--- src/rtl/phase_sequencer.sv ---
// rtl/phase_sequencer.sv - fetch/execute phase sequencer; PHASE_SEQUENCER_STEP_EN adds single-step mode
module phase_sequencer #(
  parameter int FETCH_WAIT = 1
) (
  input  logic        clk,
  input  logic        reset_n,
  input  logic        run,
`ifdef PHASE_SEQUENCER_STEP_EN
  input  logic        step,
`endif
  input  logic [15:0] imem_q,
  output logic [15:0] instr,
  output logic        fe,
  output logic        e1,
  output logic        e2,
  output logic        halted,
  output logic [15:0] instr_count
);

  typedef enum logic [2:0] {
    S_IDLE, S_FETCH, S_WAIT, S_EXEC1, S_EXEC2, S_HALT
  } state_t;

  localparam logic [1:0] WAIT_LAST = 2'(FETCH_WAIT - 2);

  state_t      state_q, state_d;
  logic [1:0]  wait_q, wait_d;
  logic [15:0] instr_q, count_q;
  logic        start, resume, two_phase, is_stop, load, retire;

`ifdef PHASE_SEQUENCER_STEP_EN
  // Single-step: every instruction ends back in IDLE and waits for the next pulse.
  assign start  = step;
  assign resume = 1'b0;
`else
  assign start  = run;
  assign resume = run;
`endif

  assign two_phase = (instr_q[15:13] == 3'b110) || (instr_q[15:11] == 5'b01110);
  assign is_stop   = (instr_q[15:11] == 5'b00000);
  assign load      = fe && (state_d == S_EXEC1);
  assign retire    = ((state_q == S_EXEC1) && !two_phase) || (state_q == S_EXEC2);

  always_ff @(posedge clk or negedge reset_n) begin
    if (!reset_n) begin
      state_q <= S_IDLE;
      wait_q  <= '0;
      instr_q <= '0;
      count_q <= '0;
    end else begin
      state_q <= state_d;
      wait_q  <= wait_d;
      if (load)   instr_q <= imem_q;
      if (retire) count_q <= count_q + 16'd1;
    end
  end

  always_comb begin
    state_d = state_q;
    wait_d  = wait_q;
    case (state_q)
      S_IDLE:  if (start) state_d = S_FETCH;
      S_FETCH: begin
        wait_d  = '0;
        state_d = (FETCH_WAIT > 1) ? S_WAIT : S_EXEC1;
      end
      S_WAIT: begin
        if (wait_q == WAIT_LAST) state_d = S_EXEC1;
        else                     wait_d  = wait_q + 2'd1;
      end
      S_EXEC1: begin
        if (is_stop)        state_d = S_HALT;
        else if (two_phase) state_d = S_EXEC2;
        else                state_d = resume ? S_FETCH : S_IDLE;
      end
      S_EXEC2: state_d = resume ? S_FETCH : S_IDLE;
      S_HALT:  state_d = S_HALT;
      default: state_d = S_IDLE;
    endcase
  end

  always_comb begin
    fe          = (state_q == S_FETCH) || (state_q == S_WAIT);
    e1          = (state_q == S_EXEC1);
    e2          = (state_q == S_EXEC2);
    halted      = (state_q == S_HALT);
    instr       = instr_q;
    instr_count = count_q;
  end

endmodule

--- config.mk ---
export PLATFORM = sky130hd
export DESIGN_NAME = phase_sequencer
export DESIGN_NICKNAME = d
export VERILOG_FILES = /design/src/rtl/phase_sequencer.sv
export SDC_FILE = /design/constraint.sdc
export NUM_CORES = 1
export LEC_CHECK = 0
export CORE_UTILIZATION = 46
export DETAILED_ROUTE_END_ITERATION = 10
export GPL_ROUTABILITY_DRIVEN = 0
export HOLD_SLACK_MARGIN = 0.06
export PLACE_DENSITY_LB_ADDON = 0.2
export SETUP_SLACK_MARGIN = 0.5
export SYNTH_ARGS = -nofsm -noshare
export SYNTH_HDL_FRONTEND = slang
export SYNTH_SLANG_ARGS = --single-unit
--- constraint.sdc ---
create_clock -name clk -period 2.4 [get_ports clk]
set_input_delay 0.24 -clock clk [delete_from_list [all_inputs] [get_ports clk]]
set_output_delay 0.24 -clock clk [all_outputs]
set_load 0.01 [all_outputs]
==> results of run 1 <==
-- cell type report --
| type | count | area, um^2 |
|---|---|---|
| Inverter | 3 | 11.3 |
| Clock buffer | 8 | 80.1 |
| Multi-Input combinational cell | 93 | 769 |
| Fill cell | 286 | 1200 |
| Sequential cell | 37 | 930 |
| Timing Repair Buffer | 59 | 609 |
| Tap cell | 48 | 60.1 |
-- cell families (layout without fill, tap and decap cells) --
logic type | Yosys count | in the layout
AOI/OAI and AO/OA | 29 | 29
xor gates and xnor gates | 15 | 15
adders and majority gates | 2 | 2
buffers and inverters | 8 | 70
DFF | 37 | 37
muxes | 17 | 17
and+or+nand+nor | 30 | 30
-- repair_timing --
item	CTS	global route
resized for setup	5	1
pin swaps	0	2
setup endpoints to repair	3	28
gates cloned	0	0
setup buffers	1	3
-- worst max-delay path: cells and delay by family (launching register included) --
family / cells / cell delay (ns)
flip-flops: 1 / 0.43
AND/OR/NAND/NOR: 2 / 0.21
buffers and inverters: 2 / 0.64
-- metrics by stage --
step | hold slack, ns | worst slack, ns | power (mW)
floorplan | -0.0556 | 0.749 | 1.88
global placement | 0.368 | 0.606 | 2.35
global route | 0.110 | 0.529 | 3.13
finish | 0.0434 | 0.590 | 2.95
detailed placement | 0.375 | 0.541 | 2.41
CTS | 0.0702 | 0.506 | 2.87
-- per-layer routing --
layer / track usage (%) / up-vias
met4: 5.97 / 0
met5: 0 / -
met2: 31.1 / 23
li1: - / 621
met1: 24.6 / 660
met3: 5.71 / 2
-- cell usage after synthesis --
cell type / instances / area [um^2]
xnor2_1: 15 / 131
buf_6: 3 / 33.8
nand3b_1: 1 / 7.51
nand2b_1: 2 / 12.5
inv_1: 2 / 7.51
nor2_1: 5 / 18.8
buf_4: 1 / 7.51
inv_2: 1 / 3.75
o2111ai_1: 5 / 43.8
a211oi_4: 1 / 20.0
clkbuf_8: 1 / 13.8
nand2_1: 5 / 18.8
ha_1: 2 / 25.0
nor4_1: 1 / 6.26
and4_2: 2 / 20.0
and2_1: 2 / 12.5
o2111ai_2: 1 / 15.0
a21oi_1: 4 / 20.0
o22ai_1: 1 / 6.26
a31oi_1: 1 / 6.26
and3_2: 3 / 22.5
nand3b_4: 1 / 20.0
a22oi_1: 1 / 7.51
o21ai_0: 9 / 45.0
nor3_4: 1 / 16.3
and3_1: 3 / 18.8
and3b_1: 1 / 8.76
dfrtp_1: 37 / 926
a21oi_4: 1 / 16.3
mux2_2: 17 / 191
and2b_2: 1 / 8.76
nor3_1: 2 / 10.0
o211ai_1: 5 / 37.5
-- sequential cells by signal, summed over array words and instances (netlist names) --
register     cells
instr           16
instr_count     16
state_q          3
wait_q           2
-- layout by cell type (no fill, tap or decap), types with 2 or more instances in the layout --
master / n
clkbuf_8: 5
inv_1: 2
clkdlybuf4s50_1: 51
o21ai_0: 9
nor3_1: 2
and3_1: 3
dfrtp_1: 34
and4_2: 2
nor2_1: 5
and2_1: 2
ha_1: 2
dfrtp_2: 3
nand2_1: 4
buf_12: 3
xnor2_1: 15
and3_2: 3
o211ai_1: 5
a21oi_1: 4
o2111ai_1: 5
nand2b_1: 2
clkbuf_1: 3
mux2_2: 17
-- how the worst min path moves through the flow --
| stage | endpoint | cells past startpoint | startpoint |
|---|---|---|---|
| CTS | instr_count[8]$_DFFE_PN0P_ | 1 | reset_n |
| detailed placement | instr_count[8]$_DFFE_PN0P_ | 1 | reset_n |
| finish | instr_count[7]$_DFFE_PN0P_ | 1 | reset_n |
| global route | instr_count[8]$_DFFE_PN0P_ | 1 | reset_n |
| floorplan | instr[0]$_DFFE_PN0P_ | 0 | reset_n |
| global placement | instr_count[7]$_DFFE_PN0P_ | 1 | reset_n |
-- power by group through the flow --
stage,sequential [mW],clock (mW),combinational [mW]
2_1_floorplan,1.11,0,0.769
3_3_place_gp,1.08,0,1.27
3_5_place_dp,1.10,0,1.31
4_1_cts,1.07,0.414,1.38
5_1_grt,1.10,0.445,1.59
6_report,1.07,0.401,1.48
==> results.json, run 1 <==
{
  "critical_path_required_ns": 2.16,
  "max_clock_freq_ghz": 0.552,
  "dr.pass1.iters": 4,
  "antenna_cells": 0,
  "worstRegToRegCells": 5,
  "ant_nets": 0,
  "crit_slowest_cell": "clkdlybuf4s50_1",
  "maxCapViolations": 0,
  "synth_cells": 138,
  "ys_seq_area_share_pct": 52.6,
  "cts.root.buffer_cell": "clkbuf_8",
  "rsz0062_at_grt": "false",
  "fin_nets": 220,
  "cp_cell_sequence": "inv_1 > nand2_2 > nor2_1 > clkdlybuf4s50_1",
  "syn_avg_cell_area_um2": 12.7,
  "power_frac_seq_pct": 36.3,
  "comb_power_share_pct": 50.1,
  "synth-xor-area-share_pct": 7.47,
  "yosysWarnings": 0,
  "hp-class": "input port to async pin",
  "row_count": 22,
  "die_w_um": 63.8,
  "post-route-period-util_pct": 75.4,
  "final_area_um2": 2460,
  "grt_max_degree": 38,
  "outcome": "complete, no violations",
  "worstSetupEndpoint": "halted",
  "dieArea_um2": 4080,
  "antenna_found_initial": 0,
  "swShare_pct": 34.4,
  "overflow": 0,
  "path_clk_slew_ns": 0.07,
  "p_switching_mw": 1.02,
  "worst_slew_pin_slew_ns": 0.793,
  "cp-start-kind": "flop",
  "crit_path_start": "state_q[1]$_DFF_PN0_",
  "synth_top_family_by_area": "compound AO/OA/AOI/OAI gates",
  "rr_startpoint": "instr[11]$_DFFE_PN0P_",
  "clock_latency_ns": 0.28,
  "worstPathMaxFanout": 5,
  "clkPwrFrac_pct": 13.6,
  "r2r_setup_slack_ns": 0.80,
  "dp_hpwl_um": 2580,
  "syn_area_um2": 1760,
  "p_int_mw": 1.93,
  "fin_cells": 248,
  "start_util_pct": 48.1,
  "yosys.area_share.adder_pct": 1.42,
  "clock_skew_ns": 0.00407,
  "critPathCaptureType": "output port",
  "cts.sinks": 37,
  "wl_met1_um": 1560,
  "drive_above_1_share_pct": 22.0,
  "slew_violations": 0,
  "yosys.area_share.simple_pct": 11.5,
  "io_pins": 55,
  "routed_wl_um": 3650,
  "postCtsHoldBufs": 0,
  "ys_types": 33,
  "syn_nets": 159,
  "htree_num_levels": 2,
  "placed_cell_area_um2": 2310,
  "setup_viol": 0,
  "ir_drop_mv": 0.781,
  "synth_compound_area_share_pct": 12.4,
  "cts_tree": "built",
  "powerDensity_nw_per_um2": 1200,
  "area_growth_pct": 39.8,
  "grt_usage_pct": 19.2,
  "place_inst": 236,
  "max_stage_delay_ns": 0.53,
  "grt_pass1_vias": 1173,
  "setup_tns_ns": 0,
  "cp.arrival_ns": 1.57,
  "slew_headroom_pct": 47.1,
  "muxShareOfSynthArea_pct": 10.9,
  "wl_per_cell_um": 14.7,
  "port_buffers": 54,
  "post-route-util_pct": 67.2,
  "core_area_um2": 3660,
  "hold_viol": 0,
  "drt_iter0_markers": 41,
  "wl_met2_um": 1930,
  "p_leak_nw": 1.02,
  "die_h_um": 63.8,
  "r2r-end": "instr_count[1]$_DFFE_PN0P_",
  "min_period_ns": 1.81,
  "wl_met3_um": 144,
  "grt_pass1_wl_um": 5880,
  "vias": 1306,
  "worst-setup-path-type": "flop to output port",
  "cts_made_buffers": 5,
  "drcViolationCount": 0,
  "top_layer": "met4",
  "viasPerCell": 5.27,
  "ys_ff_latch": 37,
  "cts_max_path_buffers": 2
}
Note: power is estimated with default switching activity, not from simulation.
==> run 2, diff against run 1 <==
==> constraint.sdc (replaced) <==
create_clock -name clk -period 1.7 [get_ports clk]
set_input_delay 0.17 -clock clk [delete_from_list [all_inputs] [get_ports clk]]
set_output_delay 0.17 -clock clk [all_outputs]
set_load 0.01 [all_outputs]
==> run 2 against run 1 <==
Global-route usage up 4.5 points. Utilization is 12 points higher. Die area stayed put. Clock skew fell by 0.0019 ns. Count of clock-buffer cells in the layout is 3 lower. Clock power up 120%. Sequential share of layout area decreased by 5.7 points. Register-to-register slack worse by 0.67 ns. Final cell count is 17% higher. Routed wire length up 23%.
==> results.json, run 2 (synthesis gave the netlist of run 1 again) <==
{
  "grt_pass1_wl_um": 7280,
  "slew_violations": 0,
  "antenna_found_initial": 0,
  "cts.root.buffer_cell": "clkbuf_8",
  "post-route-period-util_pct": 92.4,
  "rsz0062_at_grt": "true",
  "path_clk_slew_ns": 0.07,
  "critical_path_required_ns": 1.88,
  "drcViolationCount": 0,
  "port_buffers": 54,
  "grt_pass1_vias": 1538,
  "final_cell_mix": "34 x dfrtp_1, 32 x buf_4, 25 x dlygate4sd2_1, 17 x mux2_2, 17 x clkdlybuf4s50_1",
  "cts_tree": "built",
  "cts.sinks": 37,
  "clock_latency_ns": 0.29,
  "cp.arrival_ns": 1.75,
  "r2r-end": "instr_count[1]$_DFFE_PN0P_",
  "outcome": "complete, no violations",
  "ir_drop_mv": 1.07,
  "grt_max_degree": 38,
  "cts_made_buffers": 5,
  "worstPathMaxFanout": 8,
  "slew_headroom_pct": 82.6,
  "area_growth_pct": 64.8,
  "antenna_cells": 0,
  "min_period_ns": 1.57,
  "hp-class": "input port to async pin",
  "worstRegToRegCells": 6,
  "worstSetupEndpoint": "instr_count[1]$_DFFE_PN0P_",
  "dieArea_um2": 4080,
  "wl_met2_um": 2220,
  "vias": 1504,
  "drt_iter0_markers": 72,
  "p_leak_nw": 1.34,
  "overflow": 0,
  "wl_met3_um": 205,
  "drive_above_1_share_pct": 46.5,
  "dp_hpwl_um": 2580,
  "fin_nets": 261,
  "routed_wl_um": 4490,
  "setup_viol": 0,
  "clock_skew_ns": 0.00212,
  "viasPerCell": 5.20,
  "p_total_mw": 5.16,
  "critPathCaptureType": "flop",
  "cts_max_path_buffers": 2,
  "cp-start-kind": "flop",
  "crit_path_start": "instr[13]$_DFFE_PN0P_",
  "hold_viol": 0,
  "worst-setup-path-type": "flop to flop",
  "wl_met1_um": 1920,
  "core_area_um2": 3660,
  "r2r_setup_slack_ns": 0.13,
  "dr.pass1.iters": 4,
  "top_layer": "met4",
  "start_util_pct": 48.1,
  "setup_tns_ns": 0,
  "io_pins": 55,
  "max_clock_freq_ghz": 0.637,
  "ant_nets": 0,
  "rr_startpoint": "instr[13]$_DFFE_PN0P_",
  "worst_slew_pin_slew_ns": 0.258,
  "die_w_um": 63.8,
  "powerDensity_nw_per_um2": 1780,
  "die_h_um": 63.8,
  "wl_per_cell_um": 15.5,
  "htree_num_levels": 2,
  "grt_usage_pct": 23.7,
  "row_count": 22,
  "maxCapViolations": 0,
  "final_common_cell": "dfrtp_1"
}
run 2: cell types whose count changed in the layout (fill, tap and decap cells not counted), sizes merged, moves of 2 or more:
cell,delta
dlygate4sd2,+24
bufinv,+2
clkdlybuf4s15,+2
buf,+47
clkdlybuf4s50,-34
run 2: worst min path at each step:
stage                                   to  slack [ns]     from  cells after the start
2_1_floorplan         instr[0]$_DFFE_PN0P_       -0.13  reset_n                      0
3_3_place_gp    instr_count[5]$_DFFE_PN0P_        0.15  reset_n                      2
3_5_place_dp          state_q[1]$_DFF_PN0_        0.15  reset_n                      2
4_1_cts        instr_count[15]$_DFFE_PN0P_        0.38  reset_n                      3
5_1_grt               state_q[1]$_DFF_PN0_        0.42  reset_n                      3
6_report        instr_count[5]$_DFFE_PN0P_        0.37  reset_n                      3
run 2: cell type report:
cell class                 instances  area, um^2
sequential                        37         930
timing repair buffer             100         897
multi-input combinational         93         865
fill                             226         762
clock buffer                       5        68.8
clock inverter                     3        65.1
tap                               48        60.1
inverter                           3        13.8
run 2: metal layers:
metal | global-route usage (%) | vias to the layer above
met2 | 39.6 | 43
met4 | 10.8 | 0
met3 | 5.89 | 16
met5 | 0 | -
met1 | 28.7 | 736
li1 | - | 709
run 2: power breakdown:
part / internal (mW) / switching (mW) / leakage [nW] / total, mW
registers: 1.20 / 0.222 / 0.460 / 1.42
logic: 1.61 / 1.22 / 0.815 / 2.84
clock network: 0.583 / 0.315 / 0.0681 / 0.898
total: 3.40 / 1.76 / 1.34 / 5.16
run 2: worst max-delay path, stage by stage, from the launching register on:
cell      delay [ns]
dfrtp_1         0.42
and3b_2         0.29
a211oi_4        0.04
buf_6           0.14
buf_12          0.14
nor2_4          0.09
mux2_2          0.33
run 2: what timing repair did:
item                       in CTS  in global routing
setup buffers                  21                 13
hold buffers                    1                  0
hold endpoints to repair       37                  0
cloned                          1                  0
setup endpoints to repair      71                 48
pin swaps                       3                 12
gates resized for setup        64                 28
run 2: metrics by stage:
step                      worst slack, ns  std cells  area, um^2  utilization [%]  hold WS, ns
after floorplan                    0.0962        138        1790                -       -0.126
after global placement              0.156        245        2440             66.7        0.148
after detailed placement            0.132        245        2440             66.7        0.152
after CTS                           0.159        276        2740             74.9        0.375
after global routing               0.0839        289        2900             79.2        0.415
final                               0.129        289        2900             79.2        0.370
==> run 3, diff against run 2 <==
--- a/config.mk
+++ b/config.mk
@@ -5,6 +5,7 @@
 export SDC_FILE = /design/constraint.sdc
 export NUM_CORES = 1
 export LEC_CHECK = 0
+export ABC_CLOCK_PERIOD_IN_PS = 1700
 export CORE_UTILIZATION = 46
 export DETAILED_ROUTE_END_ITERATION = 10
 export GPL_ROUTABILITY_DRIVEN = 0
==> results of run 3 <==
Final layout, timing and power as in run 2 (identical DEF).
